$ cat src/rtl/can_rx_pkg.sv
// Shared CAN frame definitions: receiver FSM states, field widths, bus levels
// and default frame-timing constants. The frame transmitter imports this package too.
package can_pkg;

   localparam int ADDR_W = 11;
   localparam int DLC_W  = 4;

   localparam logic DOMINANT  = 1'b0;
   localparam logic RECESSIVE = 1'b1;

   localparam int MAX_BYTES_DEF    = 8;
   localparam int EOF_BITS_DEF     = 7;
   localparam int RECOVER_BITS_DEF = 7;

   typedef enum logic [3:0] {
      ST_IDLE,
      ST_ADDR,
      ST_RTR,
      ST_IDE,
      ST_RSV,
      ST_DLC,
      ST_DATA,
      ST_ACK,
      ST_ACK_DEL,
      ST_EOF,
      ST_ERROR
   } can_state_e;

   // Number of payload bytes actually carried for a given DLC.
   function automatic int clamp_bytes(input int dlc, input int max_bytes);
      return (dlc > max_bytes) ? max_bytes : dlc;
   endfunction

endpackage

$ cat src/rtl/can_rx_if.sv
// Bus-side and record-side signals of the CAN receiver.
// Optional macro CAN_RX_ADDR_FILTER_EN adds the acceptance id/mask inputs.
interface can_rx_if #(
   parameter int MAX_BYTES = 8
);
   import can_pkg::*;

   logic                   rx;
   logic                   tx_ack;
   logic                   rx_busy;
   logic                   frame_valid;
   logic                   frame_error;
   logic [ADDR_W-1:0]      rx_address;
   logic [DLC_W-1:0]       rx_dlc;
   logic [8*MAX_BYTES-1:0] rx_data;
`ifdef CAN_RX_ADDR_FILTER_EN
   logic [ADDR_W-1:0]      acc_id;
   logic [ADDR_W-1:0]      acc_mask;

   modport slave (
      input  rx, acc_id, acc_mask,
      output tx_ack, rx_busy, frame_valid, frame_error, rx_address, rx_dlc, rx_data
   );
   modport master (
      output rx, acc_id, acc_mask,
      input  tx_ack, rx_busy, frame_valid, frame_error, rx_address, rx_dlc, rx_data
   );
`else
   modport slave (
      input  rx,
      output tx_ack, rx_busy, frame_valid, frame_error, rx_address, rx_dlc, rx_data
   );
   modport master (
      output rx,
      input  tx_ack, rx_busy, frame_valid, frame_error, rx_address, rx_dlc, rx_data
   );
`endif

endinterface

$ cat src/rtl/can_rx_shift.sv
// Serial-to-parallel shifter split into lanes; only the selected lane shifts,
// so bytes land in their own slot without moving earlier bytes.
module can_rx_shift #(
   parameter int NLANES = 1,
   parameter int LANE_W = 8,
   parameter int SEL_W  = 1
) (
   input  logic                     clk,
   input  logic                     rst,
   input  logic                     clr_i,
   input  logic                     shift_en_i,
   input  logic                     bit_i,
   input  logic [SEL_W-1:0]         lane_sel_i,
   output logic [NLANES*LANE_W-1:0] data_o
);

   genvar gi;
   generate
      for (gi = 0; gi < NLANES; gi++) begin : g_lane
         logic [LANE_W-1:0] lane_q;

         // Clear the lane at frame start, shift MSB-first while selected.
         always_ff @(posedge clk or negedge rst) begin
            if (!rst) begin
               lane_q <= '0;
            end else if (clr_i) begin
               lane_q <= '0;
            end else if (shift_en_i && (lane_sel_i == SEL_W'(gi))) begin
               lane_q <= {lane_q[LANE_W-2:0], bit_i};
            end
         end

         assign data_o[gi*LANE_W +: LANE_W] = lane_q;
      end
   endgenerate

endmodule

$ cat src/rtl/can_rx.sv
// CAN-style frame receiver: deframes the serial bus, drives the ACK slot and
// publishes each clean frame as a one-cycle-valid record.
// Optional macro CAN_RX_ADDR_FILTER_EN enables acceptance filtering on the address.
module can_rx
   import can_pkg::*;
#(
   parameter int MAX_BYTES    = MAX_BYTES_DEF,
   parameter int EOF_BITS     = EOF_BITS_DEF,
   parameter int RECOVER_BITS = RECOVER_BITS_DEF
) (
   input  logic    clk,
   input  logic    rst,
   can_rx_if.slave bus
);

   localparam int BYTE_W = $clog2(MAX_BYTES + 1);
   localparam int DSEL_W = (MAX_BYTES > 1) ? $clog2(MAX_BYTES) : 1;
   localparam int DATA_W = 8 * MAX_BYTES;

   can_state_e        state_q, state_d;
   logic [3:0]        addr_cnt_q, addr_cnt_d;
   logic [2:0]        bit_cnt_q, bit_cnt_d;
   logic [BYTE_W-1:0] byte_cnt_q, byte_cnt_d;
   logic [BYTE_W-1:0] nbytes_q, nbytes_d;
   logic [2:0]        eof_cnt_q, eof_cnt_d;
   logic [2:0]        rec_cnt_q, rec_cnt_d;
   logic [DLC_W-1:0]  dlc_q, dlc_d;
   logic [DLC_W-1:0]  dlc_full;

   logic              eof_done;
   logic              shadow_clr;
   logic              addr_shift_en;
   logic              data_shift_en;
   logic              addr_match;

   logic [ADDR_W-1:0] addr_shadow;
   logic [DATA_W-1:0] data_shadow;

   logic              tx_ack_q;
   logic              frame_valid_q;
   logic              frame_error_q;
   logic [ADDR_W-1:0] rx_address_q;
   logic [DLC_W-1:0]  rx_dlc_q;
   logic [DATA_W-1:0] rx_data_q;

   // DLC value including the bit being sampled this cycle
   assign dlc_full = {dlc_q[DLC_W-2:0], bus.rx};

   can_rx_shift #(
      .NLANES (1),
      .LANE_W (ADDR_W),
      .SEL_W  (1)
   ) u_addr_shift (
      .clk        (clk),
      .rst        (rst),
      .clr_i      (shadow_clr),
      .shift_en_i (addr_shift_en),
      .bit_i      (bus.rx),
      .lane_sel_i (1'b0),
      .data_o     (addr_shadow)
   );

   can_rx_shift #(
      .NLANES (MAX_BYTES),
      .LANE_W (8),
      .SEL_W  (DSEL_W)
   ) u_data_shift (
      .clk        (clk),
      .rst        (rst),
      .clr_i      (shadow_clr),
      .shift_en_i (data_shift_en),
      .bit_i      (bus.rx),
      .lane_sel_i (byte_cnt_q[DSEL_W-1:0]),
      .data_o     (data_shadow)
   );

`ifdef CAN_RX_ADDR_FILTER_EN
   logic match_q;

   // Latch the acceptance decision as the last address bit arrives.
   always_ff @(posedge clk or negedge rst) begin
      if (!rst) begin
         match_q <= 1'b0;
      end else if ((state_q == ST_ADDR) && (addr_cnt_q == 4'd10)) begin
         match_q <= ((({addr_shadow[ADDR_W-2:0], bus.rx} ^ bus.acc_id) & bus.acc_mask) == '0);
      end
   end

   assign addr_match = match_q;
`else
   assign addr_match = 1'b1;
`endif

   // State and counter registers.
   always_ff @(posedge clk or negedge rst) begin
      if (!rst) begin
         state_q    <= ST_IDLE;
         addr_cnt_q <= '0;
         bit_cnt_q  <= '0;
         byte_cnt_q <= '0;
         nbytes_q   <= '0;
         eof_cnt_q  <= '0;
         rec_cnt_q  <= '0;
         dlc_q      <= '0;
      end else begin
         state_q    <= state_d;
         addr_cnt_q <= addr_cnt_d;
         bit_cnt_q  <= bit_cnt_d;
         byte_cnt_q <= byte_cnt_d;
         nbytes_q   <= nbytes_d;
         eof_cnt_q  <= eof_cnt_d;
         rec_cnt_q  <= rec_cnt_d;
         dlc_q      <= dlc_d;
      end
   end

   // Next-state logic: walk the frame fields, bail to ERROR on any bad fixed bit.
   always_comb begin
      state_d       = state_q;
      addr_cnt_d    = addr_cnt_q;
      bit_cnt_d     = bit_cnt_q;
      byte_cnt_d    = byte_cnt_q;
      nbytes_d      = nbytes_q;
      eof_cnt_d     = eof_cnt_q;
      rec_cnt_d     = '0;
      dlc_d         = dlc_q;
      eof_done      = 1'b0;
      shadow_clr    = 1'b0;
      addr_shift_en = 1'b0;
      data_shift_en = 1'b0;

      unique case (state_q)
         ST_IDLE: begin
            if (bus.rx == DOMINANT) begin
               state_d    = ST_ADDR;
               addr_cnt_d = '0;
               shadow_clr = 1'b1;
            end
         end
         ST_ADDR: begin
            addr_shift_en = 1'b1;
            addr_cnt_d    = addr_cnt_q + 4'd1;
            if (addr_cnt_q == 4'd10) begin
               state_d = ST_RTR;
            end
         end
         ST_RTR: state_d = (bus.rx == RECESSIVE) ? ST_IDE : ST_ERROR;
         ST_IDE: state_d = (bus.rx == RECESSIVE) ? ST_RSV : ST_ERROR;
         ST_RSV: begin
            state_d   = (bus.rx == RECESSIVE) ? ST_DLC : ST_ERROR;
            bit_cnt_d = '0;
         end
         ST_DLC: begin
            dlc_d     = dlc_full;
            bit_cnt_d = bit_cnt_q + 3'd1;
            if (bit_cnt_q == 3'd3) begin
               nbytes_d   = BYTE_W'(clamp_bytes(int'(dlc_full), MAX_BYTES));
               bit_cnt_d  = '0;
               byte_cnt_d = '0;
               state_d    = (nbytes_d == '0) ? ST_ACK : ST_DATA;
            end
         end
         ST_DATA: begin
            data_shift_en = 1'b1;
            bit_cnt_d     = bit_cnt_q + 3'd1;
            if (bit_cnt_q == 3'd7) begin
               byte_cnt_d = byte_cnt_q + BYTE_W'(1);
               if (byte_cnt_q == nbytes_q - BYTE_W'(1)) begin
                  state_d = ST_ACK;
               end
            end
         end
         ST_ACK: state_d = ST_ACK_DEL;
         ST_ACK_DEL: begin
            state_d   = (bus.rx == RECESSIVE) ? ST_EOF : ST_ERROR;
            eof_cnt_d = '0;
         end
         ST_EOF: begin
            if (bus.rx != RECESSIVE) begin
               state_d = ST_ERROR;
            end else if (eof_cnt_q == 3'(EOF_BITS - 1)) begin
               state_d  = ST_IDLE;
               eof_done = 1'b1;
            end else begin
               eof_cnt_d = eof_cnt_q + 3'd1;
            end
         end
         ST_ERROR: begin
            if (bus.rx == RECESSIVE) begin
               if (rec_cnt_q == 3'(RECOVER_BITS - 1)) begin
                  state_d = ST_IDLE;
               end else begin
                  rec_cnt_d = rec_cnt_q + 3'd1;
               end
            end
         end
         default: state_d = ST_IDLE;
      endcase
   end

   // ACK drive, status pulses and the published frame record.
   always_ff @(posedge clk or negedge rst) begin
      if (!rst) begin
         tx_ack_q      <= RECESSIVE;
         frame_valid_q <= 1'b0;
         frame_error_q <= 1'b0;
         rx_address_q  <= '0;
         rx_dlc_q      <= '0;
         rx_data_q     <= '0;
      end else begin
         tx_ack_q      <= ((state_d == ST_ACK) && addr_match) ? DOMINANT : RECESSIVE;
         frame_valid_q <= eof_done && addr_match;
         frame_error_q <= (state_d == ST_ERROR) && (state_q != ST_ERROR);
         if (eof_done && addr_match) begin
            rx_address_q <= addr_shadow;
            rx_dlc_q     <= dlc_q;
            rx_data_q    <= data_shadow;
         end
      end
   end

   assign bus.tx_ack      = tx_ack_q;
   assign bus.rx_busy     = (state_q != ST_IDLE);
   assign bus.frame_valid = frame_valid_q;
   assign bus.frame_error = frame_error_q;
   assign bus.rx_address  = rx_address_q;
   assign bus.rx_dlc      = rx_dlc_q;
   assign bus.rx_data     = rx_data_q;

endmodule

$ cat src/flat_wrapper.sv
// flat-port wrapper written by rule: the top's interface ports become plain ports
module can_rx_flat import can_pkg::*;
#(
   parameter int MAX_BYTES    = MAX_BYTES_DEF,
   parameter int EOF_BITS     = EOF_BITS_DEF,
   parameter int RECOVER_BITS = RECOVER_BITS_DEF
)
  (clk, rst, bus_rx, bus_tx_ack, bus_rx_busy, bus_frame_valid, bus_frame_error, bus_rx_address, bus_rx_dlc, bus_rx_data);
  can_rx_if #(.MAX_BYTES(MAX_BYTES)) bus_i ();
  input  logic clk;
  input  logic rst;
  input wire logic [$bits(bus_i.rx)-1:0] bus_rx;
  output wire logic [$bits(bus_i.tx_ack)-1:0] bus_tx_ack;
  output wire logic [$bits(bus_i.rx_busy)-1:0] bus_rx_busy;
  output wire logic [$bits(bus_i.frame_valid)-1:0] bus_frame_valid;
  output wire logic [$bits(bus_i.frame_error)-1:0] bus_frame_error;
  output wire logic [$bits(bus_i.rx_address)-1:0] bus_rx_address;
  output wire logic [$bits(bus_i.rx_dlc)-1:0] bus_rx_dlc;
  output wire logic [$bits(bus_i.rx_data)-1:0] bus_rx_data;
  assign bus_i.rx = bus_rx;
  assign bus_tx_ack = bus_i.tx_ack;
  assign bus_rx_busy = bus_i.rx_busy;
  assign bus_frame_valid = bus_i.frame_valid;
  assign bus_frame_error = bus_i.frame_error;
  assign bus_rx_address = bus_i.rx_address;
  assign bus_rx_dlc = bus_i.rx_dlc;
  assign bus_rx_data = bus_i.rx_data;
  can_rx #(.MAX_BYTES(MAX_BYTES), .EOF_BITS(EOF_BITS), .RECOVER_BITS(RECOVER_BITS)) u_core (.clk(clk), .rst(rst), .bus(bus_i));
endmodule
$ cat config.mk
export PLATFORM = sky130hd
export DESIGN_NAME = can_rx_flat
export DESIGN_NICKNAME = d
export VERILOG_FILES = /design/src/rtl/can_rx_pkg.sv /design/src/rtl/can_rx_if.sv /design/src/rtl/can_rx_shift.sv /design/src/rtl/can_rx.sv /design/src/flat_wrapper.sv
export SDC_FILE = /design/constraint.sdc
export NUM_CORES = 1
export LEC_CHECK = 0
export BUFFER_PORTS_ARGS = -buffer_cell sky130_fd_sc_hd__buf_2
export CORE_UTILIZATION = 53
export CTS_CLUSTER_DIAMETER = 60
export DETAILED_ROUTE_END_ITERATION = 12
export HOLD_SLACK_MARGIN = 0.03
export PLACE_DENSITY = 0.87
export SKIP_LAST_GASP = 1
export SYNTH_ARGS = -nofsm -noshare
export SYNTH_HDL_FRONTEND = slang
export SYNTH_SLANG_ARGS = --single-unit
$ cat constraint.sdc
create_clock -name clk -period 2.05 [get_ports clk]
set_clock_uncertainty 0.2 [all_clocks]
set_input_delay 0.615 -clock clk [delete_from_list [all_inputs] [get_ports clk]]
set_output_delay 0.615 -clock clk [all_outputs]
set_load 0.03 [all_outputs]
### Yosys cells after proc, flatten, opt, wreduce, memory -nomap -nowiden

Cells that the tools add are included.

| storage, ports and cells | value |
|---|---|
| register bits after elaboration | 186 |
| output and inout bits | 83 |
| input bits | 3 |

| cells by class | value |
|---|---|
| reduce and logical (&&, ||, !) cells | 30 |
| add/subtract/negate cells | 6 |
| equal/unequal tests | 31 |
| magnitude comparators | 1 |
| muxes and demuxes | 55 |

Operators by type and width:

| kind | count |
|---|---|
| $mux 8 | 16 |
| $mux 4 | 16 |
| $pmux 4 s11 | 1 |
| $reduce_bool 2->1 | 12 |
| $mux 11 | 2 |
| $eq 3x3->1 const B | 7 |
| $eq 4x3->1 const B | 5 |
| $eq 4x4->1 const B | 5 |
| $mux 3 | 6 |
| $pmux 4 s2 | 2 |
| $add 3x1->3 const B | 3 |
| $eq 3x2->1 const B | 3 |
| $logic_and 1x1->1 | 9 |
| $mux 1 | 9 |
| $pmux 3 s3 | 1 |
| $add 4x1->4 const B | 2 |
| $eq 4x2->1 const B | 2 |
| $logic_not 4->1 | 2 |
| $ne 2x2->1 const B | 3 |
| $pmux 3 s2 | 1 |
| $reduce_and 3->1 | 2 |
| $eq 4x1->1 const B | 1 |
| $eq 4x4->1 | 1 |
| $gt 4x4->1 const B | 1 |
| 9 further kinds | 11 |

### Longest topological paths before layout

Gate-level depths: netlist of the first run.

| depth | value |
|---|---|
| word-level depth | 8 |
| gate-level depth with buffers | 8 |
| depth with buffers taken out | 7 |

### Hierarchy

A second synthesis of the first run with hierarchy kept.

| unflattened totals | value |
|---|---|
| cell total of the unflattened synthesis | 620 |
| area total of the unflattened synthesis | 8130.3 um2 |

Modules (own cells, without submodules):

| module | seq. area each (um2) | area an instance (um2) | instances | cells each |
|---|---|---|---|---|
| can_rx | 2778.9 | 4794.6 | 1 | 364 |
| can_rx_shift (u_core.u_data_shift) | 1601.5 | 2840.2 | 1 | 218 |
| can_rx_shift (u_core.u_addr_shift) | 275.3 | 495.5 | 1 | 38 |

### Worst setup path before layout of the first run

OpenSTA, ideal clock, no wires.

| timing path | value |
|---|---|
| kind | reg-to-reg |
| start point | register u_core.bit_cnt_q[0] |
| end point | register u_core.byte_cnt_q[2] |
| data arrival time | 1744 ps |
| path slack | -22 ps |
| stages on the path, launching flop included | 8 |
| data required time | 1722 ps |
| period minus slack after synthesis | 2072 ps |
| setup time | 128 ps |
| buffers on the path | 0 |
| path through | dfrtp_1 -> ha_1 -> ha_1 -> nand4b_1 -> a21oi_1 -> a221o_1 -> nand2_1 -> mux2_1 |

| on the way | value |
|---|---|
| cells in the longest elaborated chain, start to end | 3 |
| elaborated cells between the ends (all ways) | 5 |
| classes of those cells | eq/ne: 4; reduce/logical: 1 |

Ends and longest elaborated chain:

| what | line | RTL |
|---|---|---|
| start, declared | can_rx.sv:22 | `logic [2:0] bit_cnt_q, bit_cnt_d;` |
| start signal, assigned | can_rx.sv:108 | `bit_cnt_q <= bit_cnt_d;` |
| $eq 3x3->1 or $eq 3x2->1 (tied branches) | can_rx.sv:166, can_rx.sv:156 |  |
| $ne 2x1->1 (no source line) | -- |  |
| $reduce_and 3->1 (no source line) (*) | -- |  |
| end signal, assigned | can_rx.sv:109 | `byte_cnt_q <= byte_cnt_d;` |
| end, declared | can_rx.sv:23 | `logic [BYTE_W-1:0] byte_cnt_q, byte_cnt_d;` |

Mark *: on every way between the ends. The rest lies on a longest branch, timed or not.
A chain may end at the register's enable or synchronous reset.

### Worst setup path after layout of the first run

| timing path | value |
|---|---|
| start point | register u_core.state_q[2] |
| end point | output port bus_rx_busy |

| on the way | value |
|---|---|
| cells in the longest elaborated chain, start to end | 1 |

Ends and longest elaborated chain:

| what | line | RTL |
|---|---|---|
| start, declared | can_rx.sv:20 | `can_state_e state_q, state_d;` |
| start signal, assigned | can_rx.sv:106 | `state_q <= state_d;` |
| $reduce_bool 4->1 | can_rx.sv:223 | `assign bus.rx_busy = (state_q != ST_IDLE);` |
| end, declared | flat_wrapper.sv:14 | `output wire logic [$bits(bus_i.rx_busy)-1:0] bus_rx_busy;` |

Every way passes these cells.

==> results of run 1 <==
-- how the worst max path moves through the flow --
| stage | start | slack, ns | endpoint | cells after the start |
|---|---|---|---|---|
| 2_1_floorplan | u_core.bit_cnt_q[0] | 0.005 | u_core.byte_cnt_q[2] | 7 |
| 3_3_place_gp | bus_rx | 0.002 | u_core.byte_cnt_q[2] | 6 |
| 3_5_place_dp | bus_rx | -0.09 | u_core.byte_cnt_q[2] | 6 |
| 4_1_cts | u_core.state_q[3] | -0.21 | bus_rx_busy | 3 |
| 5_1_grt | u_core.state_q[2] | -0.30 | bus_rx_busy | 4 |
| 6_report | u_core.state_q[2] | -0.24 | bus_rx_busy | 4 |
-- metal layers --
metal	up-vias	routed length, um
li1	2674	-
met2	333	11000
met4	0	933
met1	3136	8690
met3	94	1360
met5	-	0
-- flip-flops by register name, summed over array words and instances (netlist names), 4 cells and up --
signal,cells
u_core.u_data_shift.g_lane.lane_q,64
u_core.nbytes_q,4
u_core.dlc_q,4
u_core.u_addr_shift.data_o,11
u_core.bus.rx_dlc,4
u_core.bus.rx_data,64
u_core.bus.rx_address,11
u_core.byte_cnt_q,4
u_core.addr_cnt_q,4
u_core.state_q,4
-- layout by cell type, fill, tap and decap left out, drive strengths merged, types with 2 or more instances in the layout --
cell / Yosys / final
dfrtp: 185 / 185
buf: 31 / 157
nand2: 136 / 136
mux2: 86 / 86
o21ai: 56 / 56
a21oi: 40 / 40
nor2: 28 / 28
clkbuf: 16 / 24
inv: 12 / 16
ha: 15 / 15
nand3: 12 / 12
nand2b: 9 / 9
a22o: 9 / 9
nor3: 7 / 7
and3: 6 / 6
clkinv: 0 / 5
xnor2: 4 / 4
o22a: 4 / 4
nor4b: 4 / 4
xor2: 3 / 3
mux2i: 3 / 3
clkinvlp: 0 / 3
a31oi: 3 / 3
and2b: 2 / 2
o22ai: 2 / 2
nand3b: 2 / 2
nor2b: 2 / 2
nand4: 2 / 2
nand4b: 2 / 2
or3: 2 / 2
-- where the power goes --
part,switching [W],internal [W]
sequential,0.000497,0.00414
combinational,0.00160,0.00120
clock,0.00146,0.00174
total,0.00356,0.00708
-- area by class of cell --
type / count / area, um^2
Sequential cell: 186 / 4660
Fill cell: 854 / 4280
Multi-Input combinational cell: 457 / 3380
Timing Repair Buffer: 163 / 1420
Clock buffer: 19 / 453
Tap cell: 184 / 230
Clock inverter: 13 / 116
Inverter: 12 / 45.0
-- metrics by stage --
stage | setup TNS [ns] | util | total power, W | hold slack [ns]
floorplan | 0 | - | 0.00608 | 0.119
global placement | 0 | 0.604 | 0.00682 | 0.265
detailed placement | -1.25 | 0.604 | 0.00695 | 0.272
CTS | -8.25 | 0.670 | 0.0103 | 0.287
global route | -16.60 | 0.706 | 0.0111 | 0.311
finish | -12.23 | 0.706 | 0.0106 | 0.307
-- cells by family after synthesis --
kind of cell / synth area share
and+or+nand+nor: 0.131
xor gates and xnor gates: 0.00770
muxes: 0.125
adders and majority gates: 0.0236
DFF: 0.585
AOI/OAI and AO/OA: 0.0906
buffers and inverters: 0.0375
-- worst max-delay path: cells and delay by family (launching register included) --
family	cells	cell delay, ns
buffers and inverters	3	0.38
DFF	1	0.40
and+or+nand+nor	1	0.25
-- repair_timing --
item	in CTS	in global routing
endpoints found under the setup margin	48	134
gates cloned	7	5
resized for setup	22	102
buffers inserted	13	11
endpoints found under the hold margin	27	0
pin swaps	2	9
hold buffers	1	0
==> flow_summary_export.csv, run 1 <==
group,metric,value,unit
layout,num_antenna_cells,0,
timing,slew_violations,0,
synthesis,post_synth_num_cell_types,58,
die,start_util,0.546,
critical_path,worstPathMaxFanout,2,
grt,grt_util_met2,0.421,
synthesis,synth_edf_count,0,
synthesis,yosysMostFrequentCell,"dfrtp_1",
detailed_routing,viasPerCell,6.03,
critical_path,r2r_setup_slack,-0.20,ns
critical_path,r2r-start,"u_core.state_q[1]",
timing,hold_viol,0,
timing,relSlewSlack,0.746,
synthesis,yosys_register_bits,186,
synthesis,seq_area_frac_synth,0.585,
pwr,peakVddDrop,787,uV
critical_path,cp-start-kind,"flip-flop",
cts,cts_buffer_depth,2,
synthesis,synthTopCellsByArea,"dfrtp_1 58%, mux2_2 11%, nand2_1 6.4%",
status,outcome,"finished, violations left",
place,numPortBuffers,85,
detailed_routing,wl_per_cell,21.3,um
synthesis,avgSynthCellArea,11.3,um^2
synthesis,syn_nets,720,
grt,grt_pass1_wl,30700,um
min_path,hold_path.class,"flip-flop to flip-flop",
synthesis,syn_inst,702,
layout,final_layout_size_suffix_gt1_frac,0.359,
place,dp_hpwl,10700,um
layout,area_growth,29.4,%
place,gp_congestion,0.817,
grt,grt_pass1_vias,6026,
grt,grt_max_degree,47,
cts,cts_buffers,17,
cts,htree_levels,4,
pwr,p_leak,5.05,nW
place,dp_slack,-0.0931,ns
job,cap_violations,0,
layout,final_cells,1034,
detailed_routing,drt-initial-drc-count,495,
critical_path,worst-r2r-cell-count,9,
die,die_y,125,um
critical_path,crit_path_max_incr_delay,0.40,ns
grt,gr-usage-all-layers,0.253,
grt,overflow,0,
synthesis,synthFlopType,"dfrtp_1",
synthesis,synth_commonest_cells,"185 x dfrtp_1, 136 x nand2_1, 80 x mux2_2",
cts,cts_tree,"yes",
detailed_routing,firstDrtPassIters,5,
critical_path,end_kind,"output port",
timing,worst_pin_slew,0.381,ns
critical_path,cp.required,1.23,ns
place,dp.cells,969,
synthesis,synth_top_area_frac,0.581,
detailed_routing,wirelength,22000,um
critical_path,worstPathArrival,1.48,ns
cts,cts.sinks,186,
cts,worstSkewPairLatency,0.45,ns
grt,grt_most_used_layer,"met2",
cts,clock-root-buffer,"clkbuf_16",
critical_path,cp_cell_sequence,"buf_6 -> nor4_4 -> inv_2 -> buf_6",
grt,antenna_found_initial,0,
critical_path,r2r_end,"u_core.bus.rx_dlc[0]",
synthesis,async_reset_ff_frac,1.00,
layout,stdcell_area,0.0103,mm^2
pwr,cellPowerDensity,1030,mW/mm^2
die,fp.dieW,125,um
detailed_routing,drc,0,
min_path,whs_path_depth,1,
grt,grt_use_met3,0.0717,
synthesis,synth_area,0.00797,mm^2
min_path,hold_end,"u_core.bus.rx_address[9]",
critical_path,crit_top_cell,"buf_6",
grt,use_met1,0.312,
synthesis,yosys_warnings,0,
timing,setup_viol,94,
timing,fmax,437,MHz
detailed_routing,ant_nets,0,
timing,fin_crit,2.29,ns
detailed_routing,vias,6237,
die,coreArea,0.0146,mm^2
critical_path,critical_path_class,"flip-flop to output port",
place,placed_cell_area,0.00881,mm^2
timing,rsz0062_at_grt,"yes",
critical_path,cp_slowest_cell,"dfrtp_1",
die,die_area,0.0155,mm^2
synthesis,synth_top_area_cell,"dfrtp_1",
die,rows,44,
layout,fin_nets,855,
die,io_pins,86,
timing,timing.final.crit_share,1.12,
timing,setup_ws,-0.241,ns
min_path,min_from,"u_core.bus.rx_address[9]",
cts,path_clk_slew,0.07,ns
status,violations,"negative setup slack",
Power figures use the tool's default switching activity.
==> run 2, diff against run 1 <==
Settings changed: CORE_MARGIN set to 2.
==> run 2 against run 1 <==
- the flow still finishes with violations (negative setup slack)
- largest cell class unchanged
- highest routed layer unchanged
- critical endpoint unchanged
- sequential share of layout area grew 0.78 points
- final area decreased by 1.7%
- clock power rose by 5%
- fmax rose by 3.1%
==> flow_summary_export.csv, run 2 (synthesis gave the netlist of run 1 again) <==
group,metric,value,unit
critical_path,cp_slowest_cell,"dfrtp_2",
detailed_routing,drc,0,
grt,grt_pass1_wl,30200,um
layout,area_growth,27.2,%
pwr,peakVddDrop,692,uV
critical_path,cp_cell_sequence,"nor4_4 -> inv_2 -> buf_6",
detailed_routing,vias,5934,
timing,setup_viol,80,
grt,grt_max_degree,45,
detailed_routing,wl_per_cell,18.6,um
timing,fin_crit,2.22,ns
die,rows,44,
layout,fin_util,0.695,
place,dp_slack,-0.0106,ns
status,outcome,"finished, violations left",
critical_path,end_kind,"output port",
cts,cts_buffers,17,
detailed_routing,ant_nets,0,
place,placed_cell_area,0.00881,mm^2
timing,setup_ws,-0.171,ns
timing,rsz0062_at_grt,"yes",
grt,grt_use_met3,0.0641,
grt,overflow,0,
critical_path,cp-start-kind,"flip-flop",
layout,fillers,921,
die,fp.dieW,127,um
die,io_pins,86,
cts,cts_tree,"yes",
layout,multi_input_area,0.00324,mm^2
grt,gr-usage-all-layers,0.240,
min_path,hold_path.class,"flip-flop to flip-flop",
layout,final_cells,1035,
job,cap_violations,0,
cts,clock-root-buffer,"clkbuf_16",
critical_path,r2r_setup_slack,-0.16,ns
pwr,p_leak,5.00,nW
layout,num_antenna_cells,0,
cts,cts.sinks,186,
critical_path,crit_path_max_incr_delay,0.43,ns
grt,grt_pass1_vias,5913,
layout,final_common_cell,"dfrtp_1",
critical_path,path_buf_inv,2,
timing,relSlewSlack,0.726,
critical_path,cp.required,1.23,ns
cts,path_clk_slew,0.07,ns
critical_path,critical-path-top-delay-family,"flip-flops",
grt,grt_most_used_layer,"met2",
pwr,cellPowerDensity,1080,mW/mm^2
detailed_routing,wirelength,19300,um
cts,worstSkewPairLatency,0.43,ns
detailed_routing,drt-initial-drc-count,479,
die,coreArea,0.0146,mm^2
critical_path,worstPathArrival,1.41,ns
layout,stdcell_area,0.0101,mm^2
cts,htree_levels,4,
grt,antenna_found_initial,0,
critical_path,worstPathMaxFanout,2,
grt,grt_util_met2,0.402,
place,dp_hpwl,10800,um
die,start_util,0.546,
layout,layout_common_cells,"182 x dfrtp_1, 132 x nand2_1, 83 x buf_2, 51 x o21ai_0, 47 x buf_4",
place,gp_congestion,0.864,
grt,use_met1,0.297,
cts,cts_buffer_depth,2,
place,dp.cells,968,
timing,worst_pin_slew,0.408,ns
die,die_y,127,um
timing,hold_viol,0,
status,violations,"negative setup slack",
layout,final_layout_size_suffix_gt1_frac,0.360,
detailed_routing,firstDrtPassIters,5,
place,numPortBuffers,85,
timing,fmax,450,MHz
timing,timing.final.crit_share,1.08,
detailed_routing,viasPerCell,5.73,
layout,fin_nets,856,
layout,final-seq-area,0.00466,mm^2
die,die_area,0.0160,mm^2
timing,setup-tns-final,-7.69,ns
critical_path,critical_path_class,"flip-flop to output port",
timing,slew_violations,0,
[run 2: through the flow]
stage	hold slack, ns	power [W]
after detailed placement	0.269	0.00693
final	0.283	0.0109
after floorplan	0.119	0.00608
after CTS	0.285	0.0105
after global routing	0.311	0.0115
after global placement	0.266	0.00678
[run 2: power breakdown]
part	switching, W	internal [W]
registers	0.000475	0.00414
clock network	0.00150	0.00187
logic	0.00160	0.00136
total	0.00357	0.00736
[run 2: worst paths after layout]
path	startpoint	to	cells after the start
setup / recovery	u_core.state_q[3]	bus_rx_busy	3
min in group asynchronous	rst	u_core.bus.rx_data[52]	2
hold reg to reg	u_core.bus.rx_data[31]	u_core.bus.rx_data[31]	1
setup reg to reg	u_core.state_q[1]	u_core.bus.rx_data[33]	9
hold / removal	u_core.bus.rx_data[31]	u_core.bus.rx_data[31]	1
max in group asynchronous	rst	u_core.state_q[3]	3
[run 2: layer usage]
layer	up-vias	wire, um
met1	2995	7750
met2	220	9990
li1	2679	-
met5	-	0
met3	40	1080
met4	0	455
[run 2: layout make-up]
type,count,area share
flip-flops and latches,186,0.460
multi-input cells,457,0.320
repair buffers,164,0.134
clock buffers,19,0.0437
well taps,184,0.0227
clock inverters,13,0.0158
inverters,12,0.00444
[run 2: repair_timing]
item,in CTS,in global routing
pin swaps,4,8
buffers inserted,19,13
cloned,6,2
hold endpoints to repair,29,0
hold buffers,1,0
resized for setup,37,58
setup endpoints to repair,54,120
